`config.mk`:
```
export PLATFORM = sky130hd
export DESIGN_NAME = mei_controller
export DESIGN_NICKNAME = d
export VERILOG_FILES = /design/src/rtl/mei_controller_pkg.sv /design/src/rtl/mei_gateway.sv /design/src/rtl/mei_controller.sv
export SDC_FILE = /design/constraint.sdc
export NUM_CORES = 1
export LEC_CHECK = 0
export CAP_MARGIN = 20
export CORE_ASPECT_RATIO = 1.2
export CORE_UTILIZATION = 37
export CTS_CLUSTER_DIAMETER = 60
export DETAILED_ROUTE_END_ITERATION = 7
export PLACE_DENSITY = 0.85
export SLEW_MARGIN = 20
export SYNTH_ARGS = -nofsm -noshare
export SYNTH_HDL_FRONTEND = slang
export SYNTH_SLANG_ARGS = --single-unit
```
`constraint.sdc`:
```
create_clock -name clk -period 2.3 [get_ports clk]
set_input_delay 0.46 -clock clk [delete_from_list [all_inputs] [get_ports clk]]
set_output_delay 0.46 -clock clk [all_outputs]
set_load 0.01 [all_outputs]
```
`src/rtl/mei_controller_pkg.sv`:
```
// Shared constants and helpers for the machine external interrupt controller.
// Register word indices, claim ID encoding and byte-lane write merge.
package mei_controller_pkg;

  localparam int unsigned MEI_ID_WIDTH = 5;
  localparam int unsigned MEI_BUS_W    = 32;
  localparam int unsigned MEI_LANES    = 4;

  localparam logic [MEI_ID_WIDTH-1:0] MEI_ID_NONE = '0;

  typedef enum logic [1:0] {
    MEI_REG_PENDING = 2'd0,
    MEI_REG_ENABLE  = 2'd1,
    MEI_REG_CLAIM   = 2'd2,
    MEI_REG_EDGE    = 2'd3
  } mei_reg_e;

  // Replace only the bytes whose write enable is set.
  function automatic logic [MEI_BUS_W-1:0] lane_merge(
    input logic [MEI_BUS_W-1:0] old_v,
    input logic [MEI_BUS_W-1:0] new_v,
    input logic [MEI_LANES-1:0] be
  );
    logic [MEI_BUS_W-1:0] res;
    res = old_v;
    for (int b = 0; b < int'(MEI_LANES); b++) begin
      if (be[b]) res[b*8 +: 8] = new_v[b*8 +: 8];
    end
    return res;
  endfunction

endpackage

```
`src/rtl/mei_gateway.sv`:
```
// Per-source interrupt gateway: 2-flop synchronizer, optional edge detect
// (MEI_EDGE_EN), pending latch and in-service flag.
module mei_gateway (
  input  logic clk,
  input  logic rst_n,
  input  logic irq_i,
  input  logic mode_edge,
  input  logic claim_i,
  input  logic complete_i,
  output logic pending_o,
  output logic in_service_o
);

  logic sync1_q;
  logic sync2_q;
  logic pending_q;
  logic pending_d;
  logic in_service_q;
  logic in_service_d;
  logic trig;

  always_ff @(posedge clk) begin
    if (!rst_n) begin
      sync1_q <= 1'b0;
      sync2_q <= 1'b0;
    end else begin
      sync1_q <= irq_i;
      sync2_q <= sync1_q;
    end
  end

`ifdef MEI_EDGE_EN
  logic prev_q;

  always_ff @(posedge clk) begin
    if (!rst_n) prev_q <= 1'b0;
    else        prev_q <= sync2_q;
  end

  assign trig = mode_edge ? (sync2_q & ~prev_q) : sync2_q;
`else
  logic unused_mode;

  assign unused_mode = mode_edge;
  assign trig        = sync2_q;
`endif

  // Claim beats a same-cycle gateway set; the gateway sees the old in_service.
  always_comb begin
    pending_d    = pending_q;
    in_service_d = in_service_q;
    if (claim_i) begin
      pending_d    = 1'b0;
      in_service_d = 1'b1;
    end else begin
      if (trig && !pending_q && !in_service_q) pending_d = 1'b1;
      if (complete_i) in_service_d = 1'b0;
    end
  end

  always_ff @(posedge clk) begin
    if (!rst_n) begin
      pending_q    <= 1'b0;
      in_service_q <= 1'b0;
    end else begin
      pending_q    <= pending_d;
      in_service_q <= in_service_d;
    end
  end

  assign pending_o    = pending_q;
  assign in_service_o = in_service_q;

endmodule

```
`src/rtl/mei_controller.sv`:
```
// Machine external interrupt controller: per-source gateways, enable mask,
// fixed-priority claim/complete. Edge-triggered mode is built with MEI_EDGE_EN.
module mei_controller
  import mei_controller_pkg::*;
#(
  parameter int unsigned MEI_PORTS = 4,
  parameter int unsigned XLEN      = 32
) (
  input  logic                 clk,
  input  logic                 rst_n,
  input  logic [MEI_PORTS-1:0] irq_src,
  input  logic                 sel,
  input  logic                 ren,
  input  logic [3:0]           addr,
  input  logic [XLEN-1:0]      wdata,
  input  logic [3:0]           wenable,
  output logic [XLEN-1:0]      rdata,
  output logic                 mei_pending
);

  mei_reg_e                reg_idx;
  logic [MEI_PORTS-1:0]    pending;
  logic [MEI_PORTS-1:0]    in_service;
  logic [MEI_PORTS-1:0]    enable_q;
  logic [MEI_PORTS-1:0]    enable_d;
  logic [MEI_PORTS-1:0]    edge_mode;
  logic [MEI_PORTS-1:0]    claim_vec;
  logic [MEI_PORTS-1:0]    complete_vec;
  logic [MEI_ID_WIDTH-1:0] claim_id;
  logic [MEI_ID_WIDTH-1:0] complete_id;
  logic                    claim_fire;
  logic                    complete_fire;
  logic                    unused_sig;

  assign reg_idx     = mei_reg_e'(addr[3:2]);
  assign complete_id = wdata[MEI_ID_WIDTH-1:0];
  assign unused_sig  = ^{addr[1:0], in_service};

  for (genvar g = 0; g < int'(MEI_PORTS); g++) begin : g_gw
    mei_gateway u_gw (
      .clk          (clk),
      .rst_n        (rst_n),
      .irq_i        (irq_src[g]),
      .mode_edge    (edge_mode[g]),
      .claim_i      (claim_vec[g]),
      .complete_i   (complete_vec[g]),
      .pending_o    (pending[g]),
      .in_service_o (in_service[g])
    );
  end

  // Fixed priority: lowest source index wins.
  always_comb begin
    claim_id = MEI_ID_NONE;
    for (int i = int'(MEI_PORTS) - 1; i >= 0; i--) begin
      if (pending[i] && enable_q[i]) claim_id = MEI_ID_WIDTH'(i + 1);
    end
  end

  assign claim_fire    = sel && ren && (reg_idx == MEI_REG_CLAIM) && (claim_id != MEI_ID_NONE);
  assign complete_fire = sel && (reg_idx == MEI_REG_CLAIM) && wenable[0];

  // Out-of-range complete IDs match no source and fall out naturally.
  always_comb begin
    claim_vec    = '0;
    complete_vec = '0;
    for (int i = 0; i < int'(MEI_PORTS); i++) begin
      claim_vec[i]    = claim_fire && (claim_id == MEI_ID_WIDTH'(i + 1));
      complete_vec[i] = complete_fire && (complete_id == MEI_ID_WIDTH'(i + 1));
    end
  end

  always_comb begin
    enable_d = enable_q;
    if (sel && (reg_idx == MEI_REG_ENABLE)) begin
      enable_d = MEI_PORTS'(lane_merge(MEI_BUS_W'(enable_q), MEI_BUS_W'(wdata), wenable));
    end
  end

  always_ff @(posedge clk) begin
    if (!rst_n) enable_q <= '0;
    else        enable_q <= enable_d;
  end

`ifdef MEI_EDGE_EN
  logic [MEI_PORTS-1:0] edge_q;
  logic [MEI_PORTS-1:0] edge_d;

  always_comb begin
    edge_d = edge_q;
    if (sel && (reg_idx == MEI_REG_EDGE)) begin
      edge_d = MEI_PORTS'(lane_merge(MEI_BUS_W'(edge_q), MEI_BUS_W'(wdata), wenable));
    end
  end

  always_ff @(posedge clk) begin
    if (!rst_n) edge_q <= '0;
    else        edge_q <= edge_d;
  end

  assign edge_mode = edge_q;
`else
  assign edge_mode = '0;
`endif

  // Single-cycle read path matching the CPU load stage.
  always_comb begin
    rdata = '0;
    if (sel) begin
      case (reg_idx)
        MEI_REG_PENDING: rdata = XLEN'(pending);
        MEI_REG_ENABLE:  rdata = XLEN'(enable_q);
        MEI_REG_CLAIM:   rdata = XLEN'(claim_id);
`ifdef MEI_EDGE_EN
        MEI_REG_EDGE:    rdata = XLEN'(edge_q);
`else
        MEI_REG_EDGE:    rdata = '0;
`endif
        default:         rdata = '0;
      endcase
    end
  end

  assign mei_pending = |(pending & enable_q);

endmodule

```
==> summary.md, run 1 <==
| Metric | Value |
|---|---|
| Fill count | 280 |
| Synthesis Warnings | 0 |
| IO Count | 81 |
| Worst-case vdd ir drop | 0.3766 mV |
| Synth-to-Final Area Change | 15.85% |
| Tmin final | 2.219 ns |
| RSZ-0062 raised after global routing | no |
| Root buffer cell | clkbuf_4 |
| Starting Density | 39.51% |
| Area contributors post-synth | dfxtp_1 (36%), buf_4 (19%), nor2b_1 (6.1%) |
| Pwr Total | 660.3 µW |
| Vias per inst | 4.765 |
| Clock slew at reported path FFs | 0.10 ns |
| Power density over the cells | 508.4 mW/mm² |
| N_diodes | 0 |
| Vias | 853 |
| WHS Path Cells | 1 |
| Hold path startpoint | g_gw[3].u_gw.sync1_q$_SDFF_PN0_ |
| Fin. max-slew vios | 0 |
| Cells after synthesis | 123 |
| Reg2reg path depth | 5 |
| Hold slack | 0.4421 ns |
| Startpoint Class | input port |
| Iter 0 DRT Violations | 17 |
| Worst hold path class | reg -> reg |
| Worst slew pin tran | 0.5516 ns |
| Commonest cells in the synthesized netlist | buf_4 (28), dfxtp_1 (20), nor2b_1 (11) |
| Grt ovf | 0 |
| # rows | 21 |
| Worst R2R Start | enable_q[2]$_SDFFE_PN0P_ |
| CTS H-tree lvls | 1 |
| Worst path bufs/invs | 2 |
| DR WL/cell | 10.97 µm |
| Share of cells above drive strength 1 | 8.276% |
| Leak pwr | 0.6086 nW |
| Largest net degree at the start of global routing | 21 |
| Crit-path max cell delay | 0.55 ns |
| Seq/Total Area, Yosys | 35.71% |
| Core ar. | 0.002838 mm² |
| Total track usage | 13.26% |
| Hold Path Sink | g_gw[3].u_gw.sync2_q$_SDFF_PN0_ |
| Synth Flop Type | dfxtp_1 |
| First-pass iteration count of the detailed router | 5 |
| Max Freq | 0.4506 GHz |
| Maximum clock path buffer count | 2 |
| Outcome | complete, no violations |
| CP Cell Sequence | clkdlybuf4s15_1 -> nor2b_1 -> a21oi_1 -> o22ai_1 -> clkdlybuf4s50_1 |
| Worst EP required | 1.84 ns |
| Worst setup EP type | primary output |
| DIE AREA | 0.003255 mm² |
| Internal reg-to-reg setup slack | 0.90 ns |
| Top cell type's share of synthesized area | 35.71% |
| Detail Route Antenna Nets | 0 |
| Crit-path max FO | 7 |
| Max_slew headroom | 63.11% |
| Setup Viol. Count Final | 0 |
| Critical path's top delay family | buffers and inverters |
| Post-synthesis async set-or-reset flop share | 0% |
| Clk sinks | 20 |
| Hold Vio Cnt, Final | 0 |
| First-pass GRT wire length | 3291 µm |
| Chip width | 52.25 µm |
| PortBufs | 20 |
| Total routed wirelength | 1963 µm |
| Cell Area, Synth | 0.001121 mm² |
| Worst skew pair latency | 0.30 ns |
| Count leader, synth | buf_4 |
| R2R Path End | g_gw[3].u_gw.pending_o$_SDFFE_PP0P_ |
| Fin Clk Skew | 0.002899 ns |
| #FFs+latches synth | 20 |
| Kind of critical path | in -> out |
| Final #Nets | 194 |
| WP data arrival | 1.76 ns |
| Final Cycle Share | 96.50% |
| Area leader, netlist | dfxtp_1 |
| Die height | 62.30 µm |
| Slowest cell on crit path | clkdlybuf4s50_1 |
| GP Congestion | 0.7749 |
| Detailed-route DRC error count | 0 |
| Initial antenna violation count | 0 |
| Average cell area after synthesis | 9.114 µm² |
| Placed wire-length estimate | 1486 µm |
| Synth cell types | 33 |
| Max-cap violations | 0 |
| Number of synthesized flops with an enable pin | 0 |
| TritonCTS clock tree | yes |
| Vias in the first global route | 801 |
| Number of buffers created by CTS | 3 |
-- placed cells by master, fill, tap and decap left out, types with 2 or more instances in the layout --
master,instances
conb_1,28
dfxtp_1,18
clkdlybuf4s50_1,15
nor2b_1,11
and2_1,9
nand2_1,6
mux2i_1,6
dlygate4sd2_1,4
buf_4,4
inv_1,3
a21boi_1,3
o211a_1,3
clkbuf_4,3
a41oi_1,2
o22ai_1,2
nor2_1,2
o21a_1,2
and4b_1,2
nand3_1,2
o41ai_1,2
dfxtp_2,2
-- sequential cells by signal, indices dropped and copies added, names as in the netlist --
register / cells
g_gw.u_gw.in_service_o: 4
enable_q: 4
g_gw.u_gw.sync1_q: 4
g_gw.u_gw.pending_o: 4
g_gw.u_gw.sync2_q: 4
-- worst reg2reg max path, cell delays in order, from the launching register on --
cell and delay, ns:
dfxtp_2 0.36, a222oi_1 0.40, buf_4 0.17, buf_4 0.10, nand3_1 0.12, o211a_1 0.15
-- worst max path at each step --
stage                           to  slack, ns     from  cells after the start
after global placement    rdata[0]      -0.17  addr[2]                      5
after floorplan           rdata[2]       0.71  addr[2]                      4
after detailed placement  rdata[0]      -0.23  addr[2]                      5
after CTS                 rdata[0]       0.04  addr[2]                      5
after global routing      rdata[0]      0.002  addr[2]                      5
final                     rdata[0]       0.08  addr[2]                      5
-- final cells by class --
cell class | count | area, µm² | share of cell area [%]
Clock buffer | 4 | 36.28 | 2.794
Inverter | 3 | 11.26 | 0.8670
Multi-Input combinational cell | 94 | 580.6 | 44.70
Sequential cell | 20 | 402.9 | 31.02
Tap cell | 34 | 42.54 | 3.276
Timing Repair Buffer | 24 | 225.2 | 17.34
-- per-layer routing --
layer  vias up  global-route usage, %  share of wire [%]
met5         -                      0                  0
met4         0                  6.908                2.4
met3         5                  1.471                5.7
met2        40                  23.56                 52
met1       394                  14.80                 40
li1        414                      -                  -
-- cell families after synthesis --
logic type,count (synthesis),synth area share (%)
AOI/OAI and AO/OA,20,14.06
and+or+nand+nor,40,22.99
buffers and inverters,36,21.54
other,1,0.3345
muxes,6,5.357
DFF,20,35.71
-- stage by stage --
stage	instance area, µm²	instances	setup TNS, ns	worst slack, ns	util, %
6_report	1299	179	0	0.08055	45.77
5_1_grt	1299	179	0	0.001849	45.77
4_1_cts	1297	179	0	0.03601	45.72
3_5_place_dp	1257	174	-0.7622	-0.2324	44.31
3_3_place_gp	1257	174	-0.6004	-0.1724	44.31
2_1_floorplan	1222	150	0	0.7051	-
-- timing repair --
action	in CTS	in global routing
endpoints found under the setup margin	4	1
setup buffers	1	0
hold buffers	0	0
pin swaps	2	0
gates resized for setup	7	1
-- report_power, final --
| group | switching (mW) | internal (mW) | leakage [nW] |
|---|---|---|---|
| registers | 0.00770 | 0.358 | 0.164 |
| logic | 0.0499 | 0.0435 | 0.423 |
| clock network | 0.104 | 0.0967 | 0.0210 |
No activity file was read; power rests on OpenSTA's default activity.
==> run 2, diff against run 1 <==
PLACE_DENSITY = 0.91   (was 0.85)
==> run 2 against run 1 <==
  * Highest routed layer unchanged
  * Register-to-register slack is essentially flat
  * Non-clock buffer count shrank 1
  * Global-route usage shrank 2.1 points
  * Clock skew shrank 0.00066 ns
  * Sequential power is essentially flat
==> summary.md, run 2 (same netlist as run 1, synthesis figures left out) <==
| Metric | Value |
|---|---|
| Number of buffers created by CTS | 3 (unchanged) |
| CP Cell Sequence | clkdlybuf4s15_1 -> nor2b_1 -> a31oi_1 -> o22ai_1 -> clkdlybuf4s50_1 |
| Leak pwr | 0.6039 nW (-0.78%) |
| Internal reg-to-reg setup slack | 0.90 ns (about the same) |
| # placed instances | 173 (-0.57%) |
| Vias per inst | 4.669 (-2.0%) |
| RSZ-0062 raised after global routing | no |
| First-pass iteration count of the detailed router | 5 (unchanged) |
| Worst EP required | 1.84 ns (about the same) |
| Most frequent cells in the layout | conb_1 (28), dfxtp_1 (18), clkdlybuf4s50_1 (15), nor2b_1 (11), and2_1 (9) |
| Worst setup EP type | primary output |
| Final Cycle Share | 95.70% (-0.80 points) |
| CTS H-tree lvls | 1 (unchanged) |
| GP Congestion | 0.8403 (+8.4%) |
| Pwr Total | 647.3 µW (-2.0%) |
| TritonCTS clock tree | yes |
| Post-route setup TNS | 0 ns (unchanged) |
| Post-place setup slack | -0.1981 ns (+0.03429 ns) |
| DR top layer | met4 |
| PortBufs | 20 (unchanged) |
| Share of cells above drive strength 1 | 7.639% (-0.64 points) |
| Detailed-route DRC error count | 0 (unchanged) |
| Clock slew at reported path FFs | 0.10 ns (about the same) |
| Worst skew pair latency | 0.29 ns (about the same) |
| R2R Path End | g_gw[3].u_gw.pending_o$_SDFFE_PP0P_ |
| Power density over the cells | 501.3 mW/mm² (-1.4%) |
| WP data arrival | 1.74 ns (-0.02 ns) |
| Startpoint Class | input port |
| Max_slew headroom | 64.81% (+1.7 points) |
| Crit-path max FO | 7 (unchanged) |
| Worst R2R Start | g_gw[2].u_gw.pending_o$_SDFFE_PP0P_ |
| Reg2reg path depth | 5 (unchanged) |
| DIE AREA | 0.003255 mm² (unchanged) |
| Slowest cell on crit path | clkdlybuf4s50_1 |
| Kind of critical path | in -> out |
| Largest net degree at the start of global routing | 21 (unchanged) |
| Starting Density | 39.51% (unchanged) |
| Detail Route Antenna Nets | 0 (unchanged) |
| Hold path startpoint | g_gw[0].u_gw.sync1_q$_SDFF_PN0_ |
| Hold Vio Cnt, Final | 0 (unchanged) |
| Design Area, Final | 0.001291 mm² (-0.58%) |
| # rows | 21 (unchanged) |
| Fin util | 45.50% (-0.26 points) |
| Grt ovf | 0 (unchanged) |
| Synth-to-Final Area Change | 15.18% |
| DR WL/cell | 9.809 µm (-11%) |
| Hold Path Sink | g_gw[0].u_gw.sync2_q$_SDFF_PN0_ |
| WHS Path Cells | 1 (unchanged) |
| Crit-path max cell delay | 0.56 ns (about the same) |
| Tmin final | 2.201 ns (-0.01834 ns) |
| Met3 Wirelength | 112 µm (unchanged) |
| Final #Nets | 193 (-0.52%) |
| Clk sinks | 20 (unchanged) |
| Most common cell after layout, fill and taps aside | conb_1 |
| Vias in the first global route | 684 (-15%) |
| Max-cap violations | 0 (unchanged) |
| Initial antenna violation count | 0 (unchanged) |
| Worst slew pin tran | 0.5262 ns (-0.02542 ns) |
| IO Count | 81 (unchanged) |
| Hold slack | 0.4412 ns (-0.0008920 ns) |
| First-pass GRT wire length | 2808 µm (-15%) |
| M1 WL | 755 µm (-3.7%) |
| Maximum clock path buffer count | 2 (unchanged) |
| DP Area | 0.001250 mm² (-0.60%) |
| Outcome | complete, no violations |
| Placed wire-length estimate | 1389 µm (-6.5%) |
| Total routed wirelength | 1746 µm (-11%) |
| Met2 wire length | 855 µm (-16%) |
| Fin. max-slew vios | 0 (unchanged) |
| Fin Clk Skew | 0.002237 ns (-0.0006612 ns) |
| Max Freq | 0.4543 GHz (+0.83%) |
| Core ar. | 0.002838 mm² (unchanged) |
| Worst hold path class | reg -> reg |
| N_diodes | 0 (unchanged) |
| Die height | 62.30 µm (unchanged) |
| Total track usage | 11.15% (-2.1 points) |
| Iter 0 DRT Violations | 9 (-8) |
| Setup ws final | 0.09890 ns (+0.01834 ns) |
| Vias | 831 (-2.6%) |
| Setup Viol. Count Final | 0 (unchanged) |
| Worst-case vdd ir drop | 0.2753 mV (-27%) |
| Final cell count without fillers | 178 (-0.56%) |
| Root buffer cell | clkbuf_4 |
| Chip width | 52.25 µm (unchanged) |
run 2: how the worst max path moves through the flow:
| stage | end | cells past startpoint | from | slack (ns) |
|---|---|---|---|---|
| 4_1_cts | rdata[0] | 5 | addr[2] | 0.07 |
| 3_5_place_dp | rdata[0] | 5 | addr[2] | -0.20 |
| 6_report | rdata[1] | 5 | addr[2] | 0.1 |
| 5_1_grt | rdata[1] | 4 | g_gw[0].u_gw.pending_o$_SDFFE_PP0P_ | 0.005 |
| 3_3_place_gp | rdata[0] | 5 | addr[2] | -0.17 |
| 2_1_floorplan | rdata[2] | 4 | addr[2] | 0.71 |
run 2: repair_timing:
action,4_1_cts,5_1_grt
buffers inserted,1,0
pin swaps,2,1
resized for setup,7,1
endpoints found under the hold margin,0,0
endpoints found under the setup margin,4,2
hold buffers,0,0
run 2: report_power, final:
part           switching, mW  internal [mW]
Sequential           0.00784          0.358
Combinational         0.0479         0.0424
Clock                 0.0946         0.0964
run 2: cell type report:
class                           count  area [µm²]
Clock buffer                        4       36.28
Fill cell                         272        1546
Inverter                            3       11.26
Multi-Input combinational cell     94       580.6
Sequential cell                    20       402.9
Tap cell                           34       42.54
Timing Repair Buffer               23       217.7
run 2: critical path: cells and delay by family:
| kind | cells | cell delay, ns |
|---|---|---|
| compound gates | 2 | 0.19 |
| buf+inv | 2 | 0.86 |
| simple gates | 1 | 0.22 |
run 2: metal layers:
metal  up-vias  track usage (%)
met1       374            12.67
met5         -                0
met2        40            19.71
met3         4            1.716
met4         0            4.934
li1        413                -
==> run 3, diff against run 2 <==
CAP_MARGIN = default   (was 20)
PLACE_DENSITY = 0.85   (was 0.91)
==> results of run 3 <==
No change in the layout: final DEF, timing and power equal those of run 1.
